==> src/rtl/dma_pkg.sv <==
// dma_pkg: shared state encoding, mode constants and default sizes for the copy engine
package dma_pkg;
  typedef enum logic [2:0] {IDLE, RD, WR, DONE, ERR} state_t;
  localparam logic MODE_COPY = 1'b0;
  localparam logic MODE_FILL = 1'b1;
  localparam int DEF_ADDR_W = 16;
  localparam int DEF_DATA_W = 16;
  localparam int DEF_MEM_DEPTH = 1024;
endpackage

==> src/rtl/dma_copy_engine_if.sv <==
// dma_copy_engine_if: data memory port shared between the engine (master) and the memory (slave)
interface dma_copy_engine_if #(parameter int ADDR_W = 16, parameter int DATA_W = 16);
  logic [ADDR_W-1:0] mem_addr;
  logic [DATA_W-1:0] wr_data;
  logic [DATA_W-1:0] rd_data;
  logic rd_en;
  logic wr_en;
  modport master(output mem_addr, wr_data, rd_en, wr_en, input rd_data);
  modport slave(input mem_addr, wr_data, rd_en, wr_en, output rd_data);
endinterface

==> src/rtl/dma_range_check.sv <==
// dma_range_check: flags whether a block of len words starting at base stays inside the memory
module dma_range_check #(
  parameter int ADDR_W = 16,
  parameter int MEM_DEPTH = 1024
) (
  input  logic [ADDR_W-1:0] base,
  input  logic [ADDR_W-1:0] len,
  output logic              ok
);
  logic [ADDR_W:0] last_excl;
  assign last_excl = {1'b0, base} + {1'b0, len};
  assign ok = last_excl <= (ADDR_W+1)'(MEM_DEPTH);
endmodule

==> src/rtl/dma_copy_engine.sv <==
// dma_copy_engine: block COPY/FILL initiator on the data memory port with range check and abort
module dma_copy_engine
  import dma_pkg::*;
#(
  parameter int ADDR_W = DEF_ADDR_W,
  parameter int DATA_W = DEF_DATA_W,
  parameter int MEM_DEPTH = DEF_MEM_DEPTH
) (
  input  logic              clk,
  input  logic              rst_n,
  input  logic              start,
  input  logic              mode,
  input  logic [ADDR_W-1:0] src_addr,
  input  logic [ADDR_W-1:0] dst_addr,
  input  logic [ADDR_W-1:0] len,
  input  logic [DATA_W-1:0] fill_val,
  input  logic              abort,
  output logic              busy,
  output logic              done,
  output logic              err,
  dma_copy_engine_if.master mem
);
  state_t            state;
  logic              mode_q;
  logic [ADDR_W-1:0] src_ptr;
  logic [ADDR_W-1:0] dst_ptr;
  logic [ADDR_W-1:0] count;
  logic [DATA_W-1:0] fill_q;
  logic              src_ok;
  logic              dst_ok;
  dma_range_check #(.ADDR_W(ADDR_W), .MEM_DEPTH(MEM_DEPTH)) u_src_chk (.base(src_addr), .len(len), .ok(src_ok));
  dma_range_check #(.ADDR_W(ADDR_W), .MEM_DEPTH(MEM_DEPTH)) u_dst_chk (.base(dst_addr), .len(len), .ok(dst_ok));
  // FSM; outputs are registered for the state being entered, so they track the state register.
  // The wr_data register doubles as the read-data capture register on the RD->WR edge.
  always_ff @(posedge clk or negedge rst_n) begin
    if (!rst_n) begin
      state <= IDLE;
      mode_q <= MODE_COPY;
      src_ptr <= '0;
      dst_ptr <= '0;
      count <= '0;
      fill_q <= '0;
      busy <= 1'b0;
      done <= 1'b0;
      err <= 1'b0;
      mem.rd_en <= 1'b0;
      mem.wr_en <= 1'b0;
      mem.mem_addr <= '0;
      mem.wr_data <= '0;
    end else begin
      busy <= 1'b0;
      done <= 1'b0;
      err <= 1'b0;
      mem.rd_en <= 1'b0;
      mem.wr_en <= 1'b0;
      mem.mem_addr <= '0;
      mem.wr_data <= '0;
      case (state)
        IDLE: if (start) begin
          mode_q <= mode;
          src_ptr <= src_addr;
          dst_ptr <= dst_addr;
          count <= len;
          fill_q <= fill_val;
          if (len == '0) begin
            state <= DONE;
            done <= 1'b1;
          end else if (!dst_ok || (mode == MODE_COPY && !src_ok)) begin
            state <= ERR;
            err <= 1'b1;
          end else if (mode == MODE_COPY) begin
            state <= RD;
            busy <= 1'b1;
            mem.rd_en <= 1'b1;
            mem.mem_addr <= src_addr;
          end else begin
            state <= WR;
            busy <= 1'b1;
            mem.wr_en <= 1'b1;
            mem.mem_addr <= dst_addr;
            mem.wr_data <= fill_val;
          end
        end
        RD: if (abort) begin
          state <= ERR;
          err <= 1'b1;
        end else begin
          state <= WR;
          busy <= 1'b1;
          mem.wr_en <= 1'b1;
          mem.mem_addr <= dst_ptr;
          mem.wr_data <= mem.rd_data;
        end
        WR: begin
          dst_ptr <= dst_ptr + 1'b1;
          src_ptr <= (mode_q == MODE_COPY) ? src_ptr + 1'b1 : src_ptr;
          count <= count - 1'b1;
          if (abort) begin
            state <= ERR;
            err <= 1'b1;
          end else if (count == ADDR_W'(1)) begin
            state <= DONE;
            done <= 1'b1;
          end else if (mode_q == MODE_COPY) begin
            state <= RD;
            busy <= 1'b1;
            mem.rd_en <= 1'b1;
            mem.mem_addr <= src_ptr + 1'b1;
          end else begin
            busy <= 1'b1;
            mem.wr_en <= 1'b1;
            mem.mem_addr <= dst_ptr + 1'b1;
            mem.wr_data <= fill_q;
          end
        end
        default: state <= IDLE;
      endcase
    end
  end
endmodule

==> src/flat_wrapper.sv <==
// flat-port wrapper written by rule: the top's interface ports become plain ports
module dma_copy_engine_flat import dma_pkg::*;
#(
  parameter int ADDR_W = DEF_ADDR_W,
  parameter int DATA_W = DEF_DATA_W,
  parameter int MEM_DEPTH = DEF_MEM_DEPTH
)
  (clk, rst_n, start, mode, src_addr, dst_addr, len, fill_val, abort, busy, done, err, mem_mem_addr, mem_wr_data, mem_rd_en, mem_wr_en, mem_rd_data);
  dma_copy_engine_if #(.ADDR_W(ADDR_W), .DATA_W(DATA_W)) mem_i ();
  input  logic clk;
  input  logic rst_n;
  input  logic start;
  input  logic mode;
  input  logic [ADDR_W-1:0] src_addr;
  input  logic [ADDR_W-1:0] dst_addr;
  input  logic [ADDR_W-1:0] len;
  input  logic [DATA_W-1:0] fill_val;
  input  logic abort;
  output logic busy;
  output logic done;
  output logic err;
  output wire logic [$bits(mem_i.mem_addr)-1:0] mem_mem_addr;
  output wire logic [$bits(mem_i.wr_data)-1:0] mem_wr_data;
  output wire logic [$bits(mem_i.rd_en)-1:0] mem_rd_en;
  output wire logic [$bits(mem_i.wr_en)-1:0] mem_wr_en;
  input wire logic [$bits(mem_i.rd_data)-1:0] mem_rd_data;
  assign mem_mem_addr = mem_i.mem_addr;
  assign mem_wr_data = mem_i.wr_data;
  assign mem_rd_en = mem_i.rd_en;
  assign mem_wr_en = mem_i.wr_en;
  assign mem_i.rd_data = mem_rd_data;
  dma_copy_engine #(.ADDR_W(ADDR_W), .DATA_W(DATA_W), .MEM_DEPTH(MEM_DEPTH)) u_core (.clk(clk), .rst_n(rst_n), .start(start), .mode(mode), .src_addr(src_addr), .dst_addr(dst_addr), .len(len), .fill_val(fill_val), .abort(abort), .busy(busy), .done(done), .err(err), .mem(mem_i));
endmodule
==> config.mk <==
export PLATFORM = sky130hd
export DESIGN_NAME = dma_copy_engine_flat
export DESIGN_NICKNAME = d
export VERILOG_FILES = /design/src/rtl/dma_pkg.sv /design/src/rtl/dma_copy_engine_if.sv /design/src/rtl/dma_range_check.sv /design/src/rtl/dma_copy_engine.sv /design/src/flat_wrapper.sv
export SDC_FILE = /design/constraint.sdc
export NUM_CORES = 1
export LEC_CHECK = 0
export CORE_MARGIN = 2
export CORE_UTILIZATION = 40
export CTS_CLUSTER_DIAMETER = 200
export DETAILED_ROUTE_END_ITERATION = 8
export REMOVE_ABC_BUFFERS = 1
export SLEW_MARGIN = 30
export SYNTH_ARGS = -nofsm -noshare
export SYNTH_HDL_FRONTEND = slang
export SYNTH_HIERARCHICAL = 1
export SYNTH_SLANG_ARGS = --single-unit
export TNS_END_PERCENT = 20
==> constraint.sdc <==
create_clock -name clk -period 2.61 [get_ports clk]
set_input_delay 0.3915 -clock clk [delete_from_list [all_inputs] [get_ports clk]]
set_output_delay 0.3915 -clock clk [all_outputs]
set_load 0.05 [all_outputs]
==> results.cfg <==
[run_status]
status = complete, but fails checks
violations = negative setup slack

[clock_network]
clk_pin_slew_ns = 0.08
h-tree-depth = 3
clock-root-buffer = clkbuf_16
cts.sinks = 105
clock_latency_ns = 0.37
tritoncts = done
clockBufferDepth = 2
cts_buffers = 9

[drt]
drtPass1Iterations = 5
remaining_drc_errors = 0
routedWlPerCell_um = 18.6
first_iter_violations = 676
vias = 8031
vias_per_cell = 5.65
ant_nets = 0
wl_mm = 26.4

[die]
core_region_area_mm2 = 0.0189
die_h_um = 143
pin_count = 122
dieArea_mm2 = 0.0205
fp.dieW_um = 143
start_util_pct = 41.1
rows = 50

[critical_path]
cp.required_ns = 2.87
r2r_start = u_core/count[13]
crit_fanout = 8
reg2reg_depth = 5
cp-start-kind = input pin
startpoint = src_addr[0]
endpoint_kind = flip-flop
worstPathArrival_ns = 3.12
critPathKind = in -> reg

[sta]
finalSetupViolations = 38
slew_viol_final = 0
clock-skew-final_ns = 0.00919
maxSlewHeadroom_pct = 52.4
worst_pin_slew_ns = 0.711
grt_setup_unrepaired = yes
worst_slack_ns = -0.247
fin_crit_sh_pct = 109
fmax_mhz = 350
period_minus_slack_ns = 2.86
hold_viol_final = 0

[pwr]
ir_drop_v = 0.000437
p_per_area_mw_per_mm2 = 490
p_leak_nw = 4.84

[global_route]
met2_usage_pct = 42.0
grt_pass1_wl_mm = 41.0
grtUsageTotal_pct = 25.6
met1_usage_pct = 35.6
grt_max_degree = 41
use_met3_pct = 3.60
busiest_layer = met2
grt_pass1_vias = 7444
grt-ovfl-total = 0
antenna_found_initial = 0

[placement]
routabilityCongestion = 0.897
dp_hpwl_mm = 18.9
dpl_worst_slack_ns = -1.25
port_buffers = 121
dpl.cell_count = 1385

[job]
cap_violations = 0

[layout]
drive_gt1_share_pct = 25.1
final_util_pct = 58.2
num-fill-cells = 1749
final_common_cell = buf_4
synthToLayoutAreaGrowth_pct = 41.7
final_cell_mix = buf_4, nand2_1, dfrtp_1, clkdlybuf4s50_1, nor2_1
final_cells = 1421
nNetsFinal = 1279
antenna_cells = 0

[min_path]
min_path_cells = 4
worstHoldStart = src_addr[0]
hold_class = in -> reg

[logic_synthesis]
synth_seq_cells = 105
syn_inst = 931
synth_cell_types = 78
synth_edf_count = 0
synth_seq_area_share_pct = 33.8
synth_async_sr_flop_share_pct = 100
synth_area_per_cell_um2 = 8.34
synth_area_mm2 = 0.00777
synthFlopType = dfrtp_1
yosysWarnings = 6
-- stage by stage --
stage / hold WS, ns / area (um2) / power [W] / TNS [ns]
floorplan: 0.0959 / 7430 / 0.00304 / -40.68
global placement: 0.382 / 10100 / 0.00379 / -39.77
detailed placement: 0.378 / 10100 / 0.00381 / -41.56
CTS: 0.377 / 10700 / 0.00532 / -4.69
global route: 0.414 / 11000 / 0.00570 / -10.07
finish: 0.384 / 11000 / 0.00539 / -5.94
-- state kept, by name (all words and copies together), names as in the netlist --
signal               cells
u_core/busy              1
u_core/count            16
u_core/done              1
u_core/dst_ptr          16
u_core/err               1
u_core/fill_q           16
u_core/mem.mem_addr     16
u_core/mem.rd_en         1
u_core/mem.wr_data      16
u_core/mem.wr_en         1
u_core/mode_q            1
u_core/src_ptr          16
u_core/state             3
-- critical path, stage by stage --
cell	delay (ns)
buf_6	0.11
ha_4	0.16
fa_2	0.40
a21o_1	0.20
nor2_2	0.13
a41oi_2	0.13
o22ai_2	0.17
nand4_1	0.14
o31ai_2	0.29
and3_4	0.27
o21ai_4	0.08
nor2_4	0.26
nand2_4	0.16
o221ai_1	0.24
-- path summary, 6_finish.rpt --
path	to	slack, ns
setup / recovery	u_core/mem.mem_addr[1]	-0.25
hold / removal	u_core/src_ptr[0]	0.38
setup reg to reg	u_core/mem.mem_addr[10]	0.23
hold reg to reg	u_core/mem.wr_data[5]	0.48
max in group asynchronous	u_core/mem.mem_addr[12]	1.46
min in group asynchronous	u_core/count[6]	0.52
-- synth_stat cells (3+ instances only) --
cell	number	area share, %
nor2b_1	8	0.64
inv_1	12	0.58
buf_1	5	0.24
o21ai_0	52	3.4
o22ai_1	24	1.9
a221o_1	3	0.39
a21oi_1	66	4.3
clkbuf_1	24	1.2
nand3_1	44	2.8
a21oi_2	4	0.45
and3_1	8	0.64
nor4_1	17	1.4
nor3b_1	3	0.29
o21a_1	7	0.68
buf_4	6	0.58
a21o_1	15	1.5
o221ai_1	6	0.68
nand2_1	144	7.0
xor2_1	23	2.6
nand3b_1	5	0.48
buf_2	24	1.5
a22oi_1	21	2.0
buf_6	5	0.72
nor3_1	18	1.2
a211oi_1	12	1.2
o32a_1	5	0.64
a211o_1	3	0.34
xnor2_1	20	2.3
nand4_1	10	0.81
and4_1	3	0.34
dfrtp_1	105	34
nand4b_1	3	0.34
and2_1	3	0.24
a31oi_1	16	1.3
ha_1	36	5.8
nand4_2	4	0.64
mux2i_1	27	3.5
a221oi_1	4	0.45
nor2_1	80	3.9
-- cell families after synthesis --
group / Yosys count / share of synthesized area [%]
AOI/OAI and AO/OA: 270 / 23.3
xor gates and xnor gates: 43 / 4.85
adders and majority gates: 38 / 6.32
buffers and inverters: 78 / 4.96
DFF: 105 / 33.8
muxes: 30 / 3.91
and+or+nand+nor: 367 / 22.9
-- cell type report --
type	count	area (um2)	share of cell area [%]
clock buffers	9	225	2.05
clock inverters	7	80.1	0.728
inverters	12	45.0	0.409
multi-input cells	749	5300	48.2
flip-flops and latches	105	2630	23.9
well taps	260	325	2.96
repair buffers	279	2400	21.8
-- what timing repair did --
action | in CTS | in global routing
cloned | 1 | 0
gates resized for setup | 159 | 53
buffers inserted | 11 | 8
pin swaps | 68 | 56
hold endpoints to repair | 17 | 0
hold buffers | 1 | 0
setup endpoints to repair | 39 | 39
-- report_power, final --
| group | internal (W) | leakage (nW) | switching, W |
|---|---|---|---|
| Sequential | 0.00183 | 1.32 | 0.000295 |
| Combinational | 0.000876 | 3.38 | 0.000984 |
| Clock | 0.000686 | 0.146 | 0.000724 |
-- metal layers --
layer / wire length [um] / share of wire, %
met5: 0 / 0
met4: 522 / 2.0
met3: 1290 / 4.9
met2: 12700 / 48
met1: 11800 / 45
No activity file was read; power rests on OpenSTA's default activity.
